**config.mk**
```make
export PLATFORM = sky130hd
export DESIGN_NAME = clock_tick_scheduler
export DESIGN_NICKNAME = d
export VERILOG_FILES = /design/src/rtl/clock_tick_scheduler.sv
export SDC_FILE = /design/constraint.sdc
export NUM_CORES = 1
export LEC_CHECK = 0
export CAP_MARGIN = 30
export CORE_MARGIN = 3
export CORE_UTILIZATION = 65
export DETAILED_ROUTE_END_ITERATION = 8
export GPL_TIMING_DRIVEN = 0
export PLACE_DENSITY = 0.85
export SYNTH_ARGS = -nofsm -noshare
export SYNTH_HDL_FRONTEND = slang
export SYNTH_HIERARCHICAL = 1
export SYNTH_SLANG_ARGS = --single-unit
```
**constraint.sdc**
```tcl
create_clock -name in_clock -period 5.4 [get_ports in_clock]
set_clock_uncertainty 0.15 [all_clocks]
set_input_delay 1.08 -clock in_clock [delete_from_list [all_inputs] [get_ports in_clock]]
set_output_delay 1.08 -clock in_clock [all_outputs]
set_load 0.01 [all_outputs]
```
**src/rtl/clock_tick_scheduler.sv**
```systemverilog
// Stopwatch tick scheduler: divides clk into one-cycle enables and sequences RUN/PAUSED/ADJ.
// Optional monitor outputs (tick total, illegal-mode flag) under CLK_TICK_SCHED_MONITOR_EN.

module clock_tick_divider #(
  parameter int DIV = 2
) (
  input  logic clk,
  input  logic rst_n,
  input  logic en,
  output logic tc
);
  localparam int W = (DIV > 1) ? $clog2(DIV) : 1;
  localparam logic [W-1:0] LAST = W'(DIV - 1);

  logic [W-1:0] cnt;

  always_ff @(posedge clk or negedge rst_n) begin
    if (!rst_n) begin
      cnt <= '0;
    end else if (!en || cnt == LAST) begin
      cnt <= '0;
    end else begin
      cnt <= cnt + 1'b1;
    end
  end

  // Terminal count: the edge on which a full period of enabled edges completes.
  assign tc = en && (cnt == LAST);
endmodule

// state  | meaning
// RUN    | normal tick drives the counter enable
// PAUSED | no count ticks; adjust=0 with pause_flag=1
// ADJ    | adjust tick drives the enable, blink active
module clock_tick_scheduler #(
  parameter int CLK_HZ     = 100000000,
  parameter int NORMAL_HZ  = 1,
  parameter int ADJ_HZ     = 2,
  parameter int BLINK_HZ   = 4,
  parameter int REFRESH_HZ = 500
) (
  input  logic       in_clock,
  input  logic       in_reset_n,
  input  logic       in_pause,
  input  logic       in_adjust,
  input  logic       in_select,
  output logic       out_count_tick,
  output logic       out_adj_min,
  output logic       out_blink,
  output logic       out_refresh,
  output logic [1:0] out_mode
`ifdef CLK_TICK_SCHED_MONITOR_EN
  ,
  output logic [15:0] out_tick_total,
  output logic        out_mode_err
`endif
);
  localparam int DIV_NORMAL  = CLK_HZ / NORMAL_HZ;
  localparam int DIV_ADJ     = CLK_HZ / ADJ_HZ;
  localparam int DIV_BLINK   = CLK_HZ / BLINK_HZ;
  localparam int DIV_REFRESH = CLK_HZ / REFRESH_HZ;

  typedef enum logic [1:0] {
    RUN    = 2'b00,
    PAUSED = 2'b01,
    ADJ    = 2'b10
  } mode_t;

  mode_t mode_q, mode_nxt;
  logic  pause_flag, pause_nxt;
  logic  count_tick_nxt, blink_nxt, adj_min_nxt;

  logic [1:0] pause_sync, adjust_sync, select_sync;
  logic       pause_d;
  logic       pause_edge;
  logic       normal_tc, adj_tc, blink_tc, refresh_tc;

  always_ff @(posedge in_clock or negedge in_reset_n) begin
    if (!in_reset_n) begin
      pause_sync  <= 2'b00;
      adjust_sync <= 2'b00;
      select_sync <= 2'b00;
      pause_d     <= 1'b0;
    end else begin
      pause_sync  <= {pause_sync[0], in_pause};
      adjust_sync <= {adjust_sync[0], in_adjust};
      select_sync <= {select_sync[0], in_select};
      pause_d     <= pause_sync[1];
    end
  end

  assign pause_edge = pause_sync[1] && !pause_d;

  clock_tick_divider #(.DIV(DIV_NORMAL)) u_normal_div (
    .clk(in_clock), .rst_n(in_reset_n), .en(mode_q == RUN), .tc(normal_tc)
  );
  clock_tick_divider #(.DIV(DIV_ADJ)) u_adj_div (
    .clk(in_clock), .rst_n(in_reset_n), .en(mode_q == ADJ), .tc(adj_tc)
  );
  clock_tick_divider #(.DIV(DIV_BLINK)) u_blink_div (
    .clk(in_clock), .rst_n(in_reset_n), .en(mode_q == ADJ), .tc(blink_tc)
  );
  clock_tick_divider #(.DIV(DIV_REFRESH)) u_refresh_div (
    .clk(in_clock), .rst_n(in_reset_n), .en(1'b1), .tc(refresh_tc)
  );

  always_ff @(posedge in_clock or negedge in_reset_n) begin
    if (!in_reset_n) begin
      mode_q         <= RUN;
      pause_flag     <= 1'b0;
      out_count_tick <= 1'b0;
      out_blink      <= 1'b0;
      out_adj_min    <= 1'b0;
      out_refresh    <= 1'b0;
    end else begin
      mode_q         <= mode_nxt;
      pause_flag     <= pause_nxt;
      out_count_tick <= count_tick_nxt;
      out_blink      <= blink_nxt;
      out_adj_min    <= adj_min_nxt;
      out_refresh    <= refresh_tc;
    end
  end

  always_comb begin
    pause_nxt      = pause_flag ^ pause_edge;
    mode_nxt       = RUN;
    count_tick_nxt = 1'b0;
    blink_nxt      = 1'b0;
    adj_min_nxt    = 1'b0;

    // The pause flag keeps toggling inside ADJ and takes effect on exit.
    if (adjust_sync[1]) begin
      mode_nxt = ADJ;
    end else if (pause_nxt) begin
      mode_nxt = PAUSED;
    end

    // A tick is only issued when the mode it belongs to holds across the edge.
    if (mode_q == RUN && mode_nxt == RUN) begin
      count_tick_nxt = normal_tc;
    end else if (mode_q == ADJ && mode_nxt == ADJ) begin
      count_tick_nxt = adj_tc;
    end

    if (mode_nxt == ADJ) begin
      blink_nxt   = out_blink ^ blink_tc;
      adj_min_nxt = select_sync[1];
    end
  end

  assign out_mode = mode_q;

`ifdef CLK_TICK_SCHED_MONITOR_EN
  always_ff @(posedge in_clock or negedge in_reset_n) begin
    if (!in_reset_n) begin
      out_tick_total <= 16'd0;
      out_mode_err   <= 1'b0;
    end else begin
      out_tick_total <= out_tick_total + 16'(out_count_tick);
      out_mode_err   <= out_mode_err | (out_mode == 2'b11);
    end
  end
`endif
endmodule

```
* Word level (Yosys, flattened, before mapping)
Index checks and enable logic that the tools add are counted.
Storage, ports and cells: register bits after elaboration 110, output and inout bits 6, logic and storage cells 50
Operators by class: add/subtract/negate cells 4, equal/unequal tests 6, mux-type cells 10, bitwise operators 2, reductions and logical operators 14
Operator list (number):
- 27-bit by 1-bit adder with 27-bit output (second input constant) | 1
- 27-bit equality test (second input constant) | 1
- 27-bit two-way mux | 1
- 26-bit by 1-bit adder with 26-bit output (second input constant) | 1
- 26-bit equality test (second input constant) | 1
- 26-bit two-way mux | 1
- 25-bit by 1-bit adder with 25-bit output (second input constant) | 1
- 25-bit equality test (second input constant) | 1
- 25-bit two-way mux | 1
- 18-bit by 1-bit adder with 18-bit output (second input constant) | 1
- 18-bit equality test (second input constant) | 1
- 18-bit two-way mux | 1
- 1-bit logical AND | 6
- 1-bit two-way mux | 5
- 2-bit equality test (second input constant) | 2
- 2-bit zero test | 2
- 1-bit zero test | 3
- 1-bit logical OR | 3
- 2-bit two-way mux | 1
- 1-bit bitwise XOR | 2

* Longest topological paths before layout
depth in word-level cells 9, mapped depth 7, mapped depth without buffers 7

* Modules after synthesis
Netlist, hierarchy kept.
Modules (own cells, without submodules):
- clock_tick_divider (u_normal_div) | instances 1, cells an instance 169, area each 1546.5 um^2, seq. area each 675.6 um^2
- clock_tick_divider (u_adj_div) | instances 1, cells an instance 152, area each 1422.6 um^2, seq. area each 650.6 um^2
- clock_tick_divider (u_blink_div) | instances 1, cells an instance 140, area each 1316.3 um^2, seq. area each 625.6 um^2
- clock_tick_divider (u_refresh_div) | instances 1, cells an instance 93, area each 919.6 um^2, seq. area each 450.4 um^2
- clock_tick_scheduler | instances 1, cells an instance 26, area each 441.7 um^2, seq. area each 350.3 um^2

* Worst setup path after synthesis
Ideal clock, no wire load.
kind register to register, from reg u_blink_div.cnt[17], to reg u_blink_div.cnt[3], setup time 0.122 ns, arrival time 1.770 ns, path slack 3.358 ns, cell stages (with the launch flop) 6, path buffers 1, clock period less this slack 2.042 ns, cells stage by stage dfrtp_1 > or4b_2 > nor3_1 > a41o_1 > buf_2 > nor2_1
Between the ends: longest elaborated chain between the ends 3
RTL lines:
- start, declared | RTL line 15 | logic [W-1:0] cnt;
- start signal, assigned | RTL line 23 | cnt <= cnt + 1'b1;
- 25-bit equality test | RTL line 20 | end else if (!en || cnt == LAST) begin
- 1-bit logical OR | RTL line 20
- 25-bit two-way mux | RTL line 20
Every way passes these cells.

* Worst setup path after layout
from reg mode_q[0], in the netlist out_mode[0], to out out_mode[0]
RTL lines:
- start, declared | RTL line 69 | mode_t mode_q, mode_nxt;
- start signal, assigned | RTL line 116 | mode_q <= mode_nxt;
- end, declared | RTL line 51 | output logic [1:0] out_mode
No word-level cell between the ends.

==> results.json <==
{
  "firstDrtPassIters": 5,
  "ys_ff_latch": 110,
  "layout-drive-gt1-share_pct": 7.73,
  "coreArea_um2": 8340,
  "start_util_pct": 67.7,
  "cp_data_arrival_time_ns": 1.32,
  "grt_first_pass_wirelength_um": 20200,
  "cts_max_path_buffers": 2,
  "die-area_um2": 9840,
  "slew_violations": 0,
  "crit_path_start_kind": "register",
  "finalNonFillerCells": 713,
  "synth_ff_type": "dfrtp_1",
  "fin_crit_ns": 2.55,
  "placed_cells": 697,
  "hold_buffers": 0,
  "hold_viol_final": 0,
  "worstPathCellList": "clkdlybuf4s50_1",
  "clk_pin_slew_ns": 0.11,
  "cts_setup_buffers": 0,
  "grt_max_degree": 60,
  "placementRows": 33,
  "clock-sinks": 110,
  "hold_start": "pause_sync[0]$_DFF_PN0_",
  "hold_depth": 0,
  "slowest_delay_ns": 0.55,
  "reg2reg_depth": 5,
  "startpoint": "out_mode[0]$_DFF_PN0_",
  "cap_viol_max_count": 0,
  "synth_area_um2": 5650,
  "io-pin-count": 11,
  "yosysSeqAreaShare_pct": 48.7,
  "ys_types": 53,
  "synthCells": 580,
  "setup_viol": 0,
  "post_drt_wl_per_cell_um": 16.2,
  "crit_type": "reg -> out",
  "cp-end-kind": "output port",
  "p_per_area_nw_per_um2": 251,
  "syn_area_per_cell_um2": 9.74,
  "vias": 4661,
  "viasPerCell": 6.54,
  "die_height_um": 99.2,
  "tightest_slew_ns": 0.659,
  "cp_slowest_cell": "clkdlybuf4s50_1",
  "die_w_um": 99.2,
  "critPathRequiredTime_ns": 4.17,
  "htree_levels": 3,
  "design_area_um2": 6120,
  "drt_wl_total_um": 11600,
  "rsz0062_at_grt": "false",
  "hp-class": "reg -> reg",
  "path_depth": 1,
  "insertion_delay_ns": 0.37,
  "async_reset_ff_share_pct": 100,
  "grt_pass1_vias": 4473,
  "final_util_pct": 73.4,
  "grt_antenna_before_repair": 0,
  "nNetsFinal": 613,
  "portBuffers": 10,
  "area_growth_pct": 8.42,
  "synth_edf_count": 0,
  "dp_hpwl_um": 7980,
  "cp_top_family": "buffers and inverters",
  "fin_tns_setup_ns": 0,
  "clock.fmax_ghz": 0.391,
  "n_antenna_cell": 0,
  "postPlaceCellArea_um2": 5910,
  "power.leakage_nw": 2.34,
  "ir_worst_vdd_mv": 0.235,
  "grt_usage_pct": 24.9,
  "maxSlewHeadroom_pct": 56.1,
  "clockRootBuffer": "clkbuf_8",
  "first_iter_violations": 271,
  "ys.warnings.count": 6,
  "ant_nets": 0,
  "r2r-start": "u_normal_div/cnt[0]$_DFF_PN0_",
  "grt-ovfl-total": 0,
  "cts.repair.resized": 0,
  "status": "complete, no violations",
  "worst-path-max-fanout": 3,
  "p_total_mw": 1.54,
  "gp_congestion": 0.904,
  "finalCritPeriodShare_pct": 47.3,
  "drc": 0,
  "cts_made_buffers": 9,
  "cts_tree": "done",
  "cp_num_buf_inv": 1
}
## per-layer routing
layer | track usage (%) | wire [um] | vias up
met5 | 0 | 0 | -
met4 | 8.61 | 225 | 0
met1 | 33.3 | 5070 | 2230
li1 | - | - | 2185
met2 | 40.7 | 5530 | 208
met3 | 5.19 | 761 | 38
## path summary, 6_finish.rpt
check                           slack [ns]                             end
worst max-delay path                  2.85                     out_mode[0]
worst min-delay path                  0.21         pause_sync[1]$_DFF_PN0_
worst max register to register        2.92  u_normal_div/cnt[11]$_DFF_PN0_
worst min register to register        0.21         pause_sync[1]$_DFF_PN0_
max in group asynchronous             3.82            pause_flag$_DFF_PN0_
min in group asynchronous             0.58    u_blink_div/cnt[5]$_DFF_PN0_
## cell families (layout without fill, tap and decap cells)
| kind of cell | Yosys count | count (layout) | synth area share, % |
|---|---|---|---|
| AND/OR/NAND/NOR | 298 | 298 | 30.0 |
| adder cells (fa/ha/maj) | 5 | 5 | 1.11 |
| flip-flops | 110 | 110 | 48.7 |
| buffers and inverters | 35 | 62 | 2.75 |
| XOR/XNOR | 48 | 48 | 7.58 |
| AO/OA/AOI/OAI | 83 | 83 | 9.73 |
| other | 1 | 2 | 0.0664 |
## power by group
group	internal, mW	total, mW	switching [mW]
Sequential	0.846	0.874	0.0283
Combinational	0.0427	0.134	0.0917
Clock	0.236	0.526	0.290
## layout by cell type, fill, tap and decap left out, types with 3 or more instances in the layout
cell and count:
clkdlybuf4s50_1 9, o2111ai_1 3, o221ai_1 4, clkbuf_8 10, clkbuf_1 9, dfrtp_1 110, xnor2_1 29, nor4b_1 5
nand4_1 25, ha_1 5, nand3_1 46, inv_1 17, a21oi_1 29, or3_1 13, xor2_1 18, and2_1 6
o21ai_0 13, and4_1 11, nor3_1 11, nor2_1 65, nor4_1 14, or4_4 3, and3_1 11, or4_1 28
nand2_1 40, buf_2 7, nand2b_1 3, o31ai_1 19
## metrics by stage
step	hold slack, ns	worst slack [ns]
after CTS	0.212	2.83
after floorplan	0.181	3.36
after global routing	0.233	2.69
after global placement	0.184	-0.951
after detailed placement	0.186	2.99
final	0.210	2.85
## cell type report
| type | instances | area, um^2 |
|---|---|---|
| Buffer | 18 | 91.3 |
| Clock inverter | 6 | 77.6 |
| Timing Repair Buffer | 11 | 125 |
| Sequential cell | 110 | 2750 |
| Multi-Input combinational cell | 436 | 2740 |
| Clock buffer | 10 | 138 |
| Inverter | 17 | 63.8 |
| Tap cell | 105 | 131 |
| Fill cell | 594 | 2220 |
## registers in the layout (all words and copies together) (netlist names)
signal             flops
u_normal_div/cnt      27
adjust_sync            2
out_adj_min            1
pause_sync             2
select_sync            2
u_refresh_div/cnt     18
pause_flag             1
out_refresh            1
out_blink              1
out_count_tick         1
pause_d                1
out_mode               2
u_adj_div/cnt         26
u_blink_div/cnt       25
## cells in the mapped netlist, types with 2 or more instances
library cell	count	area (um^2)
nor3_1	11	55.1
o221ai_1	4	35.0
nand2_1	40	150
dfrtp_1	110	2750
nand2b_1	3	18.8
and4_1	11	96.3
nor4b_1	5	43.8
nor2_1	65	244
a31o_2	2	17.5
o311ai_0	2	17.5
a21oi_2	2	17.5
nor2b_1	2	12.5
nand3_2	2	20.0
o211ai_1	2	15.0
a21oi_1	29	145
o21ai_0	13	65.1
and2_1	6	37.5
a31oi_1	2	12.5
xnor2_1	29	254
buf_6	2	22.5
or4_1	28	210
o2111ai_1	3	26.3
nand4_2	2	25.0
inv_1	17	63.8
ha_1	5	62.6
or3_1	13	81.3
buf_2	7	35.0
nand3_1	46	230
clkbuf_1	9	33.8
nor4_1	14	87.6
nand4_1	25	156
or4_4	3	33.8
o31ai_1	19	143
xor2_1	18	158
and3_1	11	68.8
(Power assumes the default switching activity.)
